[src/rtl/mycpu_pkg.sv]
// Shared types for the mycpu control unit.
//  cu_state_t  : sequencer FSM states
//  op_class_t  : instruction class held in ir[15:14]
//  br_cond_t   : branch condition held in ir[13:12] (11 = HALT)
//  fs_t        : FU function-select encoding
//  Field position constants describe the 16-bit instruction layout.
package mycpu_pkg;

  typedef enum logic [2:0] {
    S_IDLE     = 3'd0,
    S_FETCH    = 3'd1,
    S_DECODE   = 3'd2,
    S_EXEC     = 3'd3,
    S_MEM_WAIT = 3'd4,
    S_HALT     = 3'd5
  } cu_state_t;

  typedef enum logic [1:0] {
    CLS_ALU = 2'b00,
    CLS_LDI = 2'b01,
    CLS_MEM = 2'b10,
    CLS_BR  = 2'b11
  } op_class_t;

  typedef enum logic [1:0] {
    BR_ALWAYS = 2'b00,
    BR_Z      = 2'b01,
    BR_N      = 2'b10,
    BR_HALT   = 2'b11
  } br_cond_t;

  // FU function codes; ALU-class instructions carry these directly in ir[13:10].
  typedef enum logic [3:0] {
    FMOVA = 4'b0000,
    FINC  = 4'b0001,
    FADD  = 4'b0010,
    FSUB  = 4'b0101,
    FDEC  = 4'b0110,
    FAND  = 4'b1000,
    FOR   = 4'b1001,
    FXOR  = 4'b1010,
    FNOT  = 4'b1011,
    FMOVB = 4'b1100,
    FSHR  = 4'b1101,
    FSHL  = 4'b1110
  } fs_t;

  localparam int IR_CLASS_LSB = 14;
  localparam int IR_FS_LSB    = 10;
  localparam int IR_STORE_BIT = 13;
  localparam int IR_COND_LSB  = 12;
  localparam int IR_DR_LSB    = 6;
  localparam int IR_SA_LSB    = 3;
  localparam int IR_SB_LSB    = 0;
  localparam int IMM_W        = 6;

endpackage

[src/rtl/cu_decode.sv]
// Combinational instruction decode for cu_sequencer.
//  ir        in   16    latched instruction word
//  op_class  out  2     instruction class (op_class_t)
//  fs        out  4     FU function for ALU class
//  dr/sa/sb  out  3     register selects
//  imm       out  16    zero-extended imm6
//  off       out  PC_W  sign-extended off6
//  br_cond   out  2     branch condition (br_cond_t)
//  is_store  out  1     MEM class: 1 = store, 0 = load
module cu_decode
  import mycpu_pkg::*;
#(
  parameter int PC_W = 16
) (
  input  logic [15:0]     ir,
  output logic [1:0]      op_class,
  output logic [3:0]      fs,
  output logic [2:0]      dr,
  output logic [2:0]      sa,
  output logic [2:0]      sb,
  output logic [15:0]     imm,
  output logic [PC_W-1:0] off,
  output logic [1:0]      br_cond,
  output logic            is_store
);

  // ir[9] is reserved and deliberately ignored.
  logic unused_ir9;
  assign unused_ir9 = ir[9];

  assign op_class = ir[IR_CLASS_LSB +: 2];
  assign fs       = ir[IR_FS_LSB +: 4];
  assign dr       = ir[IR_DR_LSB +: 3];
  assign sa       = ir[IR_SA_LSB +: 3];
  assign sb       = ir[IR_SB_LSB +: 3];
  assign br_cond  = ir[IR_COND_LSB +: 2];
  assign is_store = ir[IR_STORE_BIT];
  assign imm      = {{(16-IMM_W){1'b0}}, ir[IMM_W-1:0]};
  assign off      = {{(PC_W-IMM_W){ir[IMM_W-1]}}, ir[IMM_W-1:0]};

endmodule

[src/rtl/cu_sequencer.sv]
// Multicycle control unit: fetches 16-bit instructions, decodes them and
// drives FU function selects, register selects and memory handshakes.
//  clk, rst_n             clock, async active-low reset
//  run_in                 permits starting a new fetch
//  imem_req/addr/ack/rdata instruction fetch handshake (req held until ack)
//  dmem_req/we/ack        data access handshake (req held until ack)
//  rf_dr/sa/sb/we         register file controls (we is a one-cycle pulse)
//  fs_out, mb_const,
//  const_out, md_sel      datapath steering
//  z_in, n_in             FU flags used by conditional branches
//  halted                 sticky after HALT until reset
//  dbg_state              current FSM state (cu_state_t encoding)
// Handshakes: a request is raised from registered state and held until the
// matching ack is seen on a rising edge; acks with no request pending are
// ignored. Requests never depend combinationally on their own ack.
module cu_sequencer
  import mycpu_pkg::*;
#(
  parameter int              PC_W     = 16,
  parameter logic [PC_W-1:0] RESET_PC = '0
) (
  input  logic            clk,
  input  logic            rst_n,
  input  logic            run_in,
  output logic            imem_req,
  output logic [PC_W-1:0] imem_addr,
  input  logic            imem_ack,
  input  logic [15:0]     imem_rdata,
  output logic            dmem_req,
  output logic            dmem_we,
  input  logic            dmem_ack,
  output logic [2:0]      rf_dr,
  output logic [2:0]      rf_sa,
  output logic [2:0]      rf_sb,
  output logic            rf_we,
  output logic [3:0]      fs_out,
  output logic            mb_const,
  output logic [15:0]     const_out,
  output logic            md_sel,
  input  logic            z_in,
  input  logic            n_in,
  output logic            halted,
  output logic [2:0]      dbg_state
);

  cu_state_t       state, state_nx;
  logic [PC_W-1:0] pc, pc_nx;
  logic [15:0]     ir, ir_nx;

  logic [1:0]      d_class;
  logic [3:0]      d_fs;
  logic [2:0]      d_dr, d_sa, d_sb;
  logic [15:0]     d_imm;
  logic [PC_W-1:0] d_off;
  logic [1:0]      d_cond;
  logic            d_store;
  logic            br_taken;
  cu_state_t       done_state;

  cu_decode #(.PC_W(PC_W)) u_decode (
    .ir       (ir),
    .op_class (d_class),
    .fs       (d_fs),
    .dr       (d_dr),
    .sa       (d_sa),
    .sb       (d_sb),
    .imm      (d_imm),
    .off      (d_off),
    .br_cond  (d_cond),
    .is_store (d_store)
  );

  always_ff @(posedge clk or negedge rst_n) begin
    if (!rst_n) begin
      state <= S_IDLE;
      pc    <= RESET_PC;
      ir    <= '0;
    end else begin
      state <= state_nx;
      pc    <= pc_nx;
      ir    <= ir_nx;
    end
  end

  assign imem_addr = pc;
  assign dbg_state = state;

  always_comb begin
    br_taken = 1'b0;
    case (d_cond)
      BR_ALWAYS: br_taken = 1'b1;
      BR_Z:      br_taken = z_in;
      BR_N:      br_taken = n_in;
      default:   br_taken = 1'b0;
    endcase
  end

  // Where an instruction goes once it retires: stop if run_in was dropped.
  assign done_state = run_in ? S_FETCH : S_IDLE;

  always_comb begin
    state_nx  = state;
    pc_nx     = pc;
    ir_nx     = ir;
    imem_req  = 1'b0;
    dmem_req  = 1'b0;
    dmem_we   = 1'b0;
    rf_dr     = 3'd0;
    rf_sa     = 3'd0;
    rf_sb     = 3'd0;
    rf_we     = 1'b0;
    fs_out    = FMOVA;
    mb_const  = 1'b0;
    const_out = 16'd0;
    md_sel    = 1'b0;
    halted    = 1'b0;
    case (state)
      S_IDLE: begin
        if (run_in) state_nx = S_FETCH;
      end
      S_FETCH: begin
        imem_req = 1'b1;
        if (imem_ack) begin
          ir_nx    = imem_rdata;
          pc_nx    = pc + PC_W'(1);
          state_nx = S_DECODE;
        end
      end
      S_DECODE: begin
        state_nx = S_EXEC;
      end
      S_EXEC: begin
        case (d_class)
          CLS_ALU: begin
            fs_out   = d_fs;
            rf_dr    = d_dr;
            rf_sa    = d_sa;
            rf_sb    = d_sb;
            rf_we    = 1'b1;
            state_nx = done_state;
          end
          CLS_LDI: begin
            fs_out    = FMOVB;
            rf_dr     = d_dr;
            mb_const  = 1'b1;
            const_out = d_imm;
            rf_we     = 1'b1;
            state_nx  = done_state;
          end
          CLS_MEM: begin
            rf_sa    = d_sa;
            rf_sb    = d_sb;
            state_nx = S_MEM_WAIT;
          end
          default: begin
            if (d_cond == BR_HALT) begin
              state_nx = S_HALT;
            end else begin
              // Flags come from passing R[sa] through the FU unchanged.
              fs_out = FMOVA;
              rf_sa  = d_sa;
              // pc already points past the branch, so the offset is relative to pc+1.
              if (br_taken) pc_nx = pc + d_off;
              state_nx = done_state;
            end
          end
        endcase
      end
      S_MEM_WAIT: begin
        dmem_req = 1'b1;
        dmem_we  = d_store;
        rf_sa    = d_sa;
        rf_sb    = d_sb;
        if (!d_store) rf_dr = d_dr;
        if (dmem_ack) begin
          // Load data is on the MD bus only in the ack cycle; write it back then.
          if (!d_store) begin
            rf_we  = 1'b1;
            md_sel = 1'b1;
          end
          state_nx = done_state;
        end
      end
      S_HALT: begin
        halted = 1'b1;
      end
      default: begin
        state_nx = S_IDLE;
      end
    endcase
  end

endmodule

[config.mk]
export PLATFORM = sky130hd
export DESIGN_NAME = cu_sequencer
export DESIGN_NICKNAME = d
export VERILOG_FILES = /design/src/rtl/mycpu_pkg.sv /design/src/rtl/cu_decode.sv /design/src/rtl/cu_sequencer.sv
export SDC_FILE = /design/constraint.sdc
export NUM_CORES = 1
export LEC_CHECK = 0
export BUFFER_PORTS_ARGS = -buffer_cell sky130_fd_sc_hd__clkbuf_2
export CAP_MARGIN = 20
export CELL_PAD_IN_SITES_DETAIL_PLACEMENT = 0
export CELL_PAD_IN_SITES_GLOBAL_PLACEMENT = 2
export CORE_MARGIN = 2
export CORE_UTILIZATION = 31
export CTS_CLUSTER_DIAMETER = 100
export DETAILED_ROUTE_END_ITERATION = 10
export GPL_TIMING_DRIVEN = 1
export PLACE_DENSITY_LB_ADDON = 0.1
export SLEW_MARGIN = 30
export SYNTH_ARGS = -nofsm -noshare
export SYNTH_HDL_FRONTEND = slang
export SYNTH_SLANG_ARGS = --single-unit
[constraint.sdc]
create_clock -name clk -period 5.1 [get_ports clk]
set_input_delay 0.51 -clock clk [delete_from_list [all_inputs] [get_ports clk]]
set_output_delay 0.51 -clock clk [all_outputs]
set_load 0.05 [all_outputs]
==> flow_summary.toml <==
[status]
outcome = "complete, no violations"

[clock_network]
cts.hold.buffers_added = 0
cts_resized = 0
master_cell_of_the_clock_root_buffer = "sky130_fd_sc_hd__clkbuf_8"
tritoncts = "yes"
numClockSinks = 34
cts_buffer_depth = 2
clk_pin_slew_worst_paths_ps = 70
tritoncts_buffers = 5
cts.htree.levels = 2
insertion_delay_ps = 290
post-cts-setup-buffer-count = 0

[route]
num_vias = 1966
vias_per_cell = 4.82
drc_errors = 0
detail_routed_net_length_per_standard_cell_um = 14.2
firstDrtPassIters = 4
drt_first_iter_violations = 54
postRouteAntennaNets = 0
wirelength_mm = 5.79

[global_route]
groute.usage.overall_pct = 16.0
number_of_antenna_violations_at_the_first_check_in_global_routing = 0
grt_first_pass_wirelength_mm = 9.88
number_of_global_route_vias_before_repair = 1936
grt_remaining_overflow = 0
largest_net_degree_at_the_start_of_global_routing = 35

[floorplanning]
die_height_um = 89.7
design.portCount = 78
start_util_pct = 31.7
core_area_sq_mm = 0.00718
area_enclosed_by_the_die_boundary_sq_mm = 0.00804
rows = 31
floorplan.die.width_um = 89.7

[finish]
layout-drive-gt1-share_pct = 31.7
total_area_of_multi_input_combinational_cells_sq_mm = 0.00130
area_growth_syn_to_layout_pct = 20.6
layoutNonFillerInstCount = 408
diodes = 0
post-route-util_pct = 38.2
total_area_of_sequential_cells_sq_um = 851
nets = 337
fillers = 783
final_cell_area_sq_mm = 0.00274

[timing]
achievable-frequency_mhz = 292
setup_viol = 0
worstMarginPinSlew_ps = 824
final_hold_viol_count = 0
skew_ps = 6.88
maxSlewViolCount = 0
setup_repair_after_global_routing_missed_its_margin = "no"
final_worst_path_period_need_ps = 3420
max_slew_margin_pct = 45.1
setup_tns_ps = 0
share_of_the_clock_period_used_by_the_worst_path_pct = 67.1
final.setup.worst_slack_ps = 1680

[place]
hpwl_detailed_mm = 4.25
placed_cells_incl_taps = 400
cell_area_after_placement_sq_mm = 0.00264
place_congestion = 0.695
place_ws_ps = 1680
place.port_buffers = 66

[setup_path]
timing.rr.start = "dbg_state[1]$_DFFE_PN0P_"
r2r-end = "imem_addr[10]$_DFFE_PN0P_"
cp-end-kind = "flop"
worst_ep_required_time_ps = 5310
worst-setup-path-type = "flop to flop"
critical_path_source_type = "flop"
cp_max_fo = 12
r2r_slack_ps = 1680
timing.critical_path.arrival_ps = 3630
reg2regPathDepth = 10

[power]
leakage_nw = 1.29
power_per_cell_area_mw_per_mm2 = 649
vdd.ir_drop.worst_mv = 0.165

[min_path]
hold_class = "primary input to async pin"

[synth]
synth.ff_latch_count = 34
ys_types = 46
synthesis.area_sq_mm = 0.00228
synth_enable_flop_cells = 0
yosysWarningCount = 0
portion_of_the_post_synthesis_area_used_by_sequential_elements_pct = 37.4
syn_inst = 248
synth.avg_cell_area_sq_um = 9.18
synthFlopType = "sky130_fd_sc_hd__dfrtp_1"
async_reset_ff_share_pct = 100

[run]
maxCapViolCount = 0
critical path: stages, from the launching register on:
cell and delay, ps:
sky130_fd_sc_hd__dfrtp_1 590, sky130_fd_sc_hd__nand3b_1 390, sky130_fd_sc_hd__or2_2 400, sky130_fd_sc_hd__ha_1 210, sky130_fd_sc_hd__fa_1 430, sky130_fd_sc_hd__a211oi_1 340, sky130_fd_sc_hd__o21ba_2 240, sky130_fd_sc_hd__nand3b_1 90
sky130_fd_sc_hd__or3_1 320, sky130_fd_sc_hd__a21oi_1 170, sky130_fd_sc_hd__xor2_1 160
state kept, by name, indices dropped and copies added (netlist names):
signal / count
ir: 15
imem_addr: 16
dbg_state: 3
cells by family (layout without fill, tap and decap cells):
| family | Yosys count | in the layout | share of synthesized area (%) |
|---|---|---|---|
| AOI/OAI and AO/OA | 44 | 44 | 12.8 |
| xor gates and xnor gates | 15 | 15 | 5.77 |
| adders and majority gates | 6 | 6 | 3.63 |
| buffers and inverters | 28 | 80 | 6.82 |
| DFF | 34 | 34 | 37.4 |
| muxes | 18 | 18 | 8.80 |
| other | 1 | 10 | 0.165 |
| and+or+nand+nor | 102 | 102 | 24.7 |
report_power, final:
part / leakage [nW] / switching [mW] / internal, mW
Sequential: 0.412 / 0.175 / 0.387
Clock: 0.0579 / 0.106 / 0.144
Combinational: 0.824 / 0.662 / 0.308
Yosys cell counts (4+ instances only):
cell                       instances  share of area, %
sky130_fd_sc_hd__a21oi_1          14               3.1
sky130_fd_sc_hd__nor2b_1           9               2.5
sky130_fd_sc_hd__clkbuf_1          4              0.66
sky130_fd_sc_hd__dfrtp_1          34                37
sky130_fd_sc_hd__a211oi_1          4               1.3
sky130_fd_sc_hd__and3_1            7               1.9
sky130_fd_sc_hd__nor2_1           23               3.8
sky130_fd_sc_hd__xor2_1            9               3.5
sky130_fd_sc_hd__o21ai_0          12               2.6
sky130_fd_sc_hd__nand2_1          13               2.1
sky130_fd_sc_hd__nand3_1           6               1.3
sky130_fd_sc_hd__nor4_1            4               1.1
sky130_fd_sc_hd__ha_1              5               2.7
sky130_fd_sc_hd__xnor2_1           6               2.3
sky130_fd_sc_hd__buf_4            11               3.6
sky130_fd_sc_hd__and2_1           12               3.3
sky130_fd_sc_hd__nor3_1            6               1.3
sky130_fd_sc_hd__nand4_1           5               1.4
sky130_fd_sc_hd__mux2_2           16               7.9
sky130_fd_sc_hd__inv_1             5              0.82
sky130_fd_sc_hd__buf_2             7               1.5
worst max path at each step:
stage	startpoint	to	slack [ps]	depth (start not counted)
6_report	dbg_state[1]$_DFFE_PN0P_	imem_addr[10]$_DFFE_PN0P_	1680	10
5_1_grt	dbg_state[1]$_DFFE_PN0P_	imem_addr[10]$_DFFE_PN0P_	1390	10
4_1_cts	dbg_state[1]$_DFFE_PN0P_	imem_addr[10]$_DFFE_PN0P_	1640	10
3_5_place_dp	dbg_state[1]$_DFFE_PN0P_	imem_addr[10]$_DFFE_PN0P_	1680	10
3_3_place_gp	dbg_state[1]$_DFFE_PN0P_	imem_addr[10]$_DFFE_PN0P_	1700	10
2_1_floorplan	dbg_state[1]$_DFFE_PN0P_	imem_addr[10]$_DFFE_PN0P_	1800	12
cell usage in the layout, fill, tap and decap left out, types with 4 or more instances in the layout:
| cell type | instances |
|---|---|
| sky130_fd_sc_hd__clkbuf_2 | 65 |
| sky130_fd_sc_hd__dfrtp_1 | 34 |
| sky130_fd_sc_hd__nor2_1 | 23 |
| sky130_fd_sc_hd__mux2_2 | 16 |
| sky130_fd_sc_hd__a21oi_1 | 14 |
| sky130_fd_sc_hd__nand2_1 | 13 |
| sky130_fd_sc_hd__and2_1 | 12 |
| sky130_fd_sc_hd__o21ai_0 | 11 |
| sky130_fd_sc_hd__conb_1 | 10 |
| sky130_fd_sc_hd__nor2b_1 | 9 |
| sky130_fd_sc_hd__xor2_1 | 9 |
| sky130_fd_sc_hd__and3_1 | 7 |
| sky130_fd_sc_hd__nor3_1 | 6 |
| sky130_fd_sc_hd__xnor2_1 | 6 |
| sky130_fd_sc_hd__nand3_1 | 6 |
| sky130_fd_sc_hd__inv_1 | 5 |
| sky130_fd_sc_hd__nand4_1 | 5 |
| sky130_fd_sc_hd__ha_1 | 5 |
| sky130_fd_sc_hd__clkbuf_8 | 5 |
| sky130_fd_sc_hd__nor4_1 | 4 |
| sky130_fd_sc_hd__a211oi_1 | 4 |
stage by stage:
stage               hold WS [ps]  power [mW]
global placement             463        1.54
detailed placement           470        1.55
floorplan                    214        1.33
finish                       321        1.78
CTS                          390        1.81
global route                 373        1.93
area by class of cell:
class | count | area share [%]
multi-input cells | 195 | 47.5
flip-flops and latches | 34 | 31.0
repair buffers | 67 | 12.3
well taps | 99 | 4.51
clock buffers | 5 | 2.51
clock inverters | 3 | 1.46
inverters | 5 | 0.684
per-layer routing:
metal	track usage, %	share of wire (%)	vias to the layer above
met1	21.8	46	926
met5	0	0	-
met2	25.1	46	68
met4	3.66	0.81	0
met3	4.84	7.1	4
li1	-	-	968
Note: power is estimated with default switching activity, not from simulation.
